`src/rtl/branch_resolution_controller.sv`:
```
// Sequencing controller for the branch waterfall queue: load/update/correct strobes,
// mispredict redirect and timed flush. Optional event counters under BRANCH_STATS_EN.
module branch_resolution_controller #(
    parameter int DEPTH        = 3,
    parameter int FLUSH_CYCLES = 2
) (
    input  logic        clk,
    input  logic        rst_n,
    input  logic        stall,
    input  logic        fetch_branch_valid,
    input  logic        fetch_prediction,
    input  logic [15:0] fetch_alt_address,
    input  logic        resolve_valid,
    input  logic        resolve_taken,
    input  logic        q_prediction,
    input  logic [15:0] q_mispredict_address,
    output logic        q_stall,
    output logic        q_load_prediction,
    output logic        q_update_predictions,
    output logic        q_correct_prediction,
    output logic        q_prediction_in,
    output logic [15:0] q_mispredict_address_in,
    output logic        fetch_hold,
    output logic        redirect_valid,
    output logic [15:0] redirect_address,
    output logic        flush,
    output logic [1:0]  inflight_count,
    output logic        protocol_err,
    output logic [15:0] stat_resolved,
    output logic [15:0] stat_mispredicts
);

    localparam int FCW = (FLUSH_CYCLES > 1) ? $clog2(FLUSH_CYCLES) : 1;

    typedef enum logic {
        RUN_S   = 1'b0,
        FLUSH_S = 1'b1
    } state_t;

    state_t         state_r;
    logic [1:0]     count_r;
    logic [FCW-1:0] flush_cnt_r;
    logic           redirect_valid_r;
    logic [15:0]    redirect_address_r;
    logic           flush_r;
    logic           protocol_err_r;

    logic           accept_s;
    logic           mispredict_s;
    logic           full_s;
    logic           load_s;

    assign full_s       = (count_r == 2'(DEPTH)) && (state_r == RUN_S);
    assign accept_s     = resolve_valid && (count_r != 2'd0);
    assign mispredict_s = accept_s && (resolve_taken != q_prediction);
    assign load_s       = fetch_branch_valid && !full_s && !mispredict_s;

    assign q_stall                 = stall;
    assign q_prediction_in         = fetch_prediction;
    assign q_mispredict_address_in = fetch_alt_address;
    assign fetch_hold              = full_s;
    assign redirect_valid          = redirect_valid_r;
    assign redirect_address        = redirect_address_r;
    assign flush                   = flush_r;
    assign inflight_count          = count_r;
    assign protocol_err            = protocol_err_r;

    // Queue strobes; reset holds the reset-less queue in a clearing update
    always_comb begin
        q_update_predictions = 1'b0;
        q_correct_prediction = 1'b0;
        q_load_prediction    = 1'b0;
        if (!rst_n) begin
            q_update_predictions = 1'b1;
        end else if (stall) begin
            q_update_predictions = 1'b0;
        end else if (state_r == RUN_S) begin
            q_update_predictions = accept_s;
            q_correct_prediction = !mispredict_s;
            q_load_prediction    = load_s;
        end else begin
            q_update_predictions = 1'b0;
        end
    end

    // Controller state: occupancy, redirect, flush timing and protocol flag
    always_ff @(posedge clk) begin
        if (!rst_n) begin
            state_r            <= RUN_S;
            count_r            <= 2'd0;
            flush_cnt_r        <= '0;
            redirect_valid_r   <= 1'b0;
            redirect_address_r <= 16'h0000;
            flush_r            <= 1'b0;
            protocol_err_r     <= 1'b0;
        end else if (!stall) begin
            case (state_r)
                RUN_S: begin
                    if (resolve_valid && (count_r == 2'd0)) begin
                        protocol_err_r <= 1'b1;
                    end
                    if (mispredict_s) begin
                        count_r            <= 2'd0;
                        redirect_address_r <= q_mispredict_address;
                        redirect_valid_r   <= 1'b1;
                        flush_r            <= 1'b1;
                        flush_cnt_r        <= FCW'(FLUSH_CYCLES - 1);
                        state_r            <= FLUSH_S;
                    end else begin
                        redirect_valid_r <= 1'b0;
                        if (load_s && !accept_s) begin
                            count_r <= count_r + 2'd1;
                        end else if (accept_s && !load_s) begin
                            count_r <= count_r - 2'd1;
                        end
                    end
                end
                FLUSH_S: begin
                    redirect_valid_r <= 1'b0;
                    if (flush_cnt_r == '0) begin
                        flush_r <= 1'b0;
                        state_r <= RUN_S;
                    end else begin
                        flush_cnt_r <= flush_cnt_r - 1'b1;
                    end
                end
                default: begin
                    state_r <= RUN_S;
                    flush_r <= 1'b0;
                end
            endcase
        end
    end

`ifdef BRANCH_STATS_EN
    logic [15:0] stat_resolved_r;
    logic [15:0] stat_mispredicts_r;

    // Saturating resolve / mispredict event counters
    always_ff @(posedge clk) begin
        if (!rst_n) begin
            stat_resolved_r    <= 16'h0000;
            stat_mispredicts_r <= 16'h0000;
        end else if (!stall && (state_r == RUN_S)) begin
            if (accept_s && (stat_resolved_r != 16'hFFFF)) begin
                stat_resolved_r <= stat_resolved_r + 16'd1;
            end
            if (mispredict_s && (stat_mispredicts_r != 16'hFFFF)) begin
                stat_mispredicts_r <= stat_mispredicts_r + 16'd1;
            end
        end
    end

    assign stat_resolved    = stat_resolved_r;
    assign stat_mispredicts = stat_mispredicts_r;
`else
    assign stat_resolved    = 16'h0000;
    assign stat_mispredicts = 16'h0000;
`endif

endmodule

```
`config.mk`:
```
export PLATFORM = sky130hd
export DESIGN_NAME = branch_resolution_controller
export DESIGN_NICKNAME = d
export VERILOG_FILES = /design/src/rtl/branch_resolution_controller.sv
export SDC_FILE = /design/constraint.sdc
export NUM_CORES = 1
export LEC_CHECK = 0
export BUFFER_PORTS_ARGS = -buffer_cell sky130_fd_sc_hd__buf_2
export CAP_MARGIN = 20
export CORE_MARGIN = 1
export CORE_UTILIZATION = 35
export CTS_CLUSTER_DIAMETER = 80
export CTS_CLUSTER_SIZE = 10
export DETAILED_ROUTE_END_ITERATION = 12
export PLACE_DENSITY = 0.73
export RECOVER_POWER = 50
export SYNTH_ARGS = -nofsm -noshare
export SYNTH_HDL_FRONTEND = slang
export SYNTH_SLANG_ARGS = --single-unit
```
`constraint.sdc`:
```
create_clock -name clk -period 1.9 [get_ports clk]
set_input_delay 0.38 -clock clk [delete_from_list [all_inputs] [get_ports clk]]
set_output_delay 0.38 -clock clk [all_outputs]
set_load 0.005 [all_outputs]
```
* After elaboration in Yosys (flattened, before gate mapping)
Index checks and enable logic that the tools add are counted.
Widths: inputs -> output; s select.
** Word-level totals
- Output and inout bits :: 75
- Bits in latches :: 0
- Word-level logic and storage cells :: 57
- Register bits :: 23
- Memories :: 0
- RAM bits :: 0
- Bits in read-only memories :: 0
- Input bits :: 40
** Cells by class
- Shift-type cells :: 0
- Reduce and logical (&&, ||, !) cells :: 20
- $mul :: 0
- Order comparisons :: 0
- Multiplexer cells :: 21
- Divide/modulo/power cells :: 0
- Bitwise gates (word level) :: 2
- $add $sub $neg :: 3
- Eq/ne operators :: 4
** Operators by type and width (number)
- $mux 1 :: 14
- $reduce_and 3->1 :: 4
- $logic_and 1x1->1 :: 8
- $pmux 1 s2 :: 4
- $mux 2 :: 3
- $logic_not 1->1 :: 4
- $ne 2x2->1 const B :: 2
- $reduce_bool 3->1 :: 1
- $add 2x1->2 const B :: 1
- $eq 2x2->1 const B :: 1
- $logic_not 2->1 :: 1
- $not 1->1 :: 2
- $reduce_and 2->1 :: 1
- $reduce_bool 2->1 :: 1
- $sub 2x1->2 const B :: 1
- $ne 1x1->1 :: 1
- $sub 1x1->1 const B :: 1

* Longest topological paths before layout
- Depth in word-level cells :: 10
- Mapped depth :: 6
- Gate-level depth less buffers :: 5

* Worst setup path before layout
OpenSTA, ideal clock, no wires.
- Path kind :: input port to output port
- From :: input port resolve_valid
- To :: output port q_load_prediction
- Path slack :: 0.204 ns
- Stages :: 5
- Arrival :: 1.316 ns
- Required time :: 1.520 ns
- Path buffers :: 1
- Path through :: buf_6 inv_1 or3_1 and3_1 and3_1
** On the way
- Word-level cells in the longest chain between the ends :: 7
** Ends and longest elaborated chain
- start, declared :: line 13 : input logic resolve_valid,
- $logic_and 1x1->1 :: line 54 : assign accept_s = resolve_valid && (count_r != 2'd0);
- $logic_and 1x1->1 :: line 55 : assign mispredict_s = accept_s && (resolve_taken != q_prediction);
- $logic_not 1->1 :: line 56 : assign load_s = fetch_branch_valid && !full_s && !mispredict_s;
- $logic_and 1x1->1 :: line 56
- $mux 1 :: line 77 : end else if (state_r == RUN_S) begin
- $mux 1 :: line 75 : end else if (stall) begin
- $mux 1 :: line 73 : if (!rst_n) begin
- end, declared :: line 18 : output logic q_load_prediction,
Every way passes these cells.

* Worst setup path in the final report
- From :: register count_r[0], in the netlist inflight_count[0]
- To :: output port q_load_prediction
** On the way
- Word-level cells in the longest chain between the ends :: 8
- Elaborated cells on any way between the ends :: 12
- Those cells by class :: eq/ne: 1; mux: 3; reduce/logical: 8
** Ends and longest elaborated chain
- start, declared :: line 41 : logic [1:0] count_r;
- start signal, assigned :: line 112 : count_r <= count_r + 2'd1;
- start signal, assigned :: line 114 : count_r <= count_r - 2'd1;
- $eq 2x2->1 / $reduce_bool 2->1 (equally long branches) :: line 53, 54
- $logic_and 1x1->1, on equally long branches :: line 53, 54
- $logic_not 1->1 / $logic_and 1x1->1 (equally long branches) :: line 56, 55
- $logic_and 1x1->1 / $logic_not 1->1 (equally long branches) :: line 56
- $logic_and 1x1->1 * :: line 56
- $mux 1 * :: line 77
- $mux 1 * :: line 75
- $mux 1 * :: line 73
Every way passes the cells marked *; elsewhere a longest branch is shown, timed or not.

==> metrics <==
status=finished, final reports clean; Nets=250; die width=roughly 66 µm; DRT iter0 DRCs=20; Clock Tree Buf Depth=2; area grow syn2layout=12.3%; Clock transition at path regs=0.08 ns; Hold Fails Final Rpt=0; Net Sw Frac=between 20% and 30%; CP Max Fanout=2; Routed WL=roughly 2500 µm; CTS tree=built; Seq/Total Area, Yosys=about a third; Tmin final=approximately 1.9 ns; P_int=707 µW; Setup TNS Final=0 ns; GRT Util Overall=between 10% and 20%; CP Data Arrival Time=between 1 and 1.5 ns; total core area=3770 µm²; Syn Area/Cell=8.48 µm²; Placed Cells=250; Cells after Synth=between 150 and 200; grt ovf=0; CP peak stage delay=around 0.36 ns; Clk network pwr share=a little under a third; DR top layer=met4; n_diodes=0; Worst Setup Slack, final=between 0.04 and 0.05 ns; IO Port Bufs=48; top_reg_cell synth=dfxtp_1; antenna violations before repair=0; die area=~4300 µm²; M1 WL=1120 µm; total CTS buffers=3; cells along the critical path=nor2_4, or3_4, and3_4, and3_4, buf_6; total power=around 940 µW; share of layout cells above drive strength 1=37.8%; Via density=approximately 4.2; Syn Std Cell Area=1430 µm²; vias in the first global route=around 900; gp weighted congestion=0.812; Post-synth ARST share=0%; Worst Setup Path Type=flop to primary output; DRT antenna net count=0; Via Count=1092; Die Y=between 60 and 70 µm; fin cells=257; RSZ-0062 raised after global routing=true; DR WL met2=1200 µm; Crit-path slowest cell=or3_4; PD cells=roughly 600 nW/µm²; worst path bufs/invs=1; Seq pwr share=about 53%; largest net degree at the start of global routing=15; Slew Viols, Final=0; Setup Skew=approximately 0.0064 ns; WL met3=197 µm; CP Data Required Time=roughly 1.5 ns; count of final setup violators=0; CTS root buf=clkbuf_8; worst min path class=input port to flop; #FFs+latches synth=23; Initial Util=37.8%; sw power=approximately 230 µW; Fmax=roughly 540 MHz; hold slack=roughly 0.35 ns; Tcrit/Tclk final=between 90% and 100%; Post-route DRC=0; crit path launch type=flop; EDFF count, synth=0; first-pass GRT wire length=between 3000 and 4000 µm; P_leak=~0.75 nW; Comb pwr share=15.5%; critical path's top delay family=simple AND/OR/NAND/NOR gates; Worst IR Drop VDD=~0.00021 V; DR pass1 iterations=4; num rows=22; Max Cap Viol=0; depth of the CTS H-tree=1; Post-Place Cell Area=roughly 1500 µm²; hpwl dp=1960 µm; number of library cell types mapped by synthesis=34; Worst Setup End Kind=primary output; YS warnings=0; clk sinks=23; most frequent CP cell=and3_4; post-layout instance area=around 1600 µm²; Hold Buf Count CTS=0; latest clock arrival within the worst-skew pair=between 0.2 and 0.3 ns; io pins=approximately 120; DP Worst Slack=slightly below 0.06 ns; routed len/inst=around 9.8 µm; final core utilization=approximately 42%
flip-flops by register name, indices dropped and copies added, names as in the netlist:
signal and cells:
flush_cnt_r 1, protocol_err 1, flush 1, inflight_count 2, redirect_valid 1, state_r 1
redirect_address 16
final cells by class:
cell class                 instances  area, µm²
timing repair buffer              61        340
inverter                           3       11.3
tap                               48       60.1
clock buffer                       3       41.3
clock inverter                     1       5.00
sequential                        23        463
multi-input combinational        118        679
fill                             410       2170
path summary, 6_finish.rpt:
check | from | to | slack, ns | cells past startpoint
max | inflight_count[0]$_SDFFE_PN0P_ | q_load_prediction | 0.04 | 5
min | q_mispredict_address[15] | redirect_address[15]$_SDFFE_PN0P_ | 0.35 | 3
max reg2reg | inflight_count[0]$_SDFFE_PN0P_ | redirect_address[9]$_SDFFE_PN0P_ | 0.50 | 7
min reg2reg | redirect_address[15]$_SDFFE_PN0P_ | redirect_address[15]$_SDFFE_PN0P_ | 0.45 | 2
cells in the mapped netlist (2+ instances only):
cell,count,area [µm²]
o21ai_0,2,10.0
dfxtp_1,23,460
a21boi_1,3,22.5
buf_6,2,22.5
o221ai_1,2,17.5
buf_4,50,375
a31oi_1,2,12.5
clkbuf_1,2,7.51
a21oi_1,3,15.0
a21boi_2,7,78.8
and3_1,2,12.5
nor2b_1,2,12.5
nand2_1,37,139
inv_1,3,11.3
a21boi_0,9,67.6
routing by layer:
layer	global-route usage [%]	vias up
li1	-	555
met1	14.1	487
met2	21.0	48
met3	2.41	2
met4	4.62	0
met5	0	-
power by group through the flow:
stage | Combinational [mW] | Clock (mW) | Sequential, mW
after CTS | 0.143 | 0.309 | 0.497
after global placement | 0.134 | 0 | 0.507
after floorplan | 0.149 | 0 | 0.511
after detailed placement | 0.135 | 0 | 0.508
after global routing | 0.163 | 0.327 | 0.499
final | 0.145 | 0.293 | 0.497
worst register-to-register path: cells and delay by family, from the launching register on:
| family | cells | cell delay (ns) |
|---|---|---|
| AO/OA/AOI/OAI | 1 | 0.10 |
| buffers and inverters | 3 | 0.48 |
| flip-flops | 1 | 0.35 |
| AND/OR/NAND/NOR | 3 | 0.41 |
cell usage in the layout, fill, tap and decap left out, drive strengths merged:
cell type,n
nand3b,1
o21bai,1
or3,1
o21ai,2
nor2b,2
a211oi,1
o221a,1
dfxtp,23
nand2,37
and3,2
xor2,1
nor2,3
conb,32
nand3,1
nor4b,1
buf,58
a21boi,19
o31ai,1
clkbuf,6
clkinv,1
xnor2,1
a21oi,3
o221ai,2
nor3,1
o211ai,1
nand4b,2
a31oi,2
inv,3
cell families (layout without fill, tap and decap cells):
family | after synthesis | count (layout) | share of synthesized area, %
buffers and inverters | 58 | 68 | 29.6
AND/OR/NAND/NOR | 51 | 51 | 18.0
AO/OA/AOI/OAI | 33 | 33 | 18.6
flip-flops | 23 | 23 | 32.3
XOR/XNOR | 2 | 2 | 1.23
other | 1 | 32 | 0.263
repair_timing:
| action | in CTS | in global routing |
|---|---|---|
| pin swaps | 2 | 2 |
| setup endpoints to repair | 1 | 1 |
| gates resized for setup | 6 | 1 |
| buffers inserted | 2 | 1 |
(Power assumes the default switching activity.)
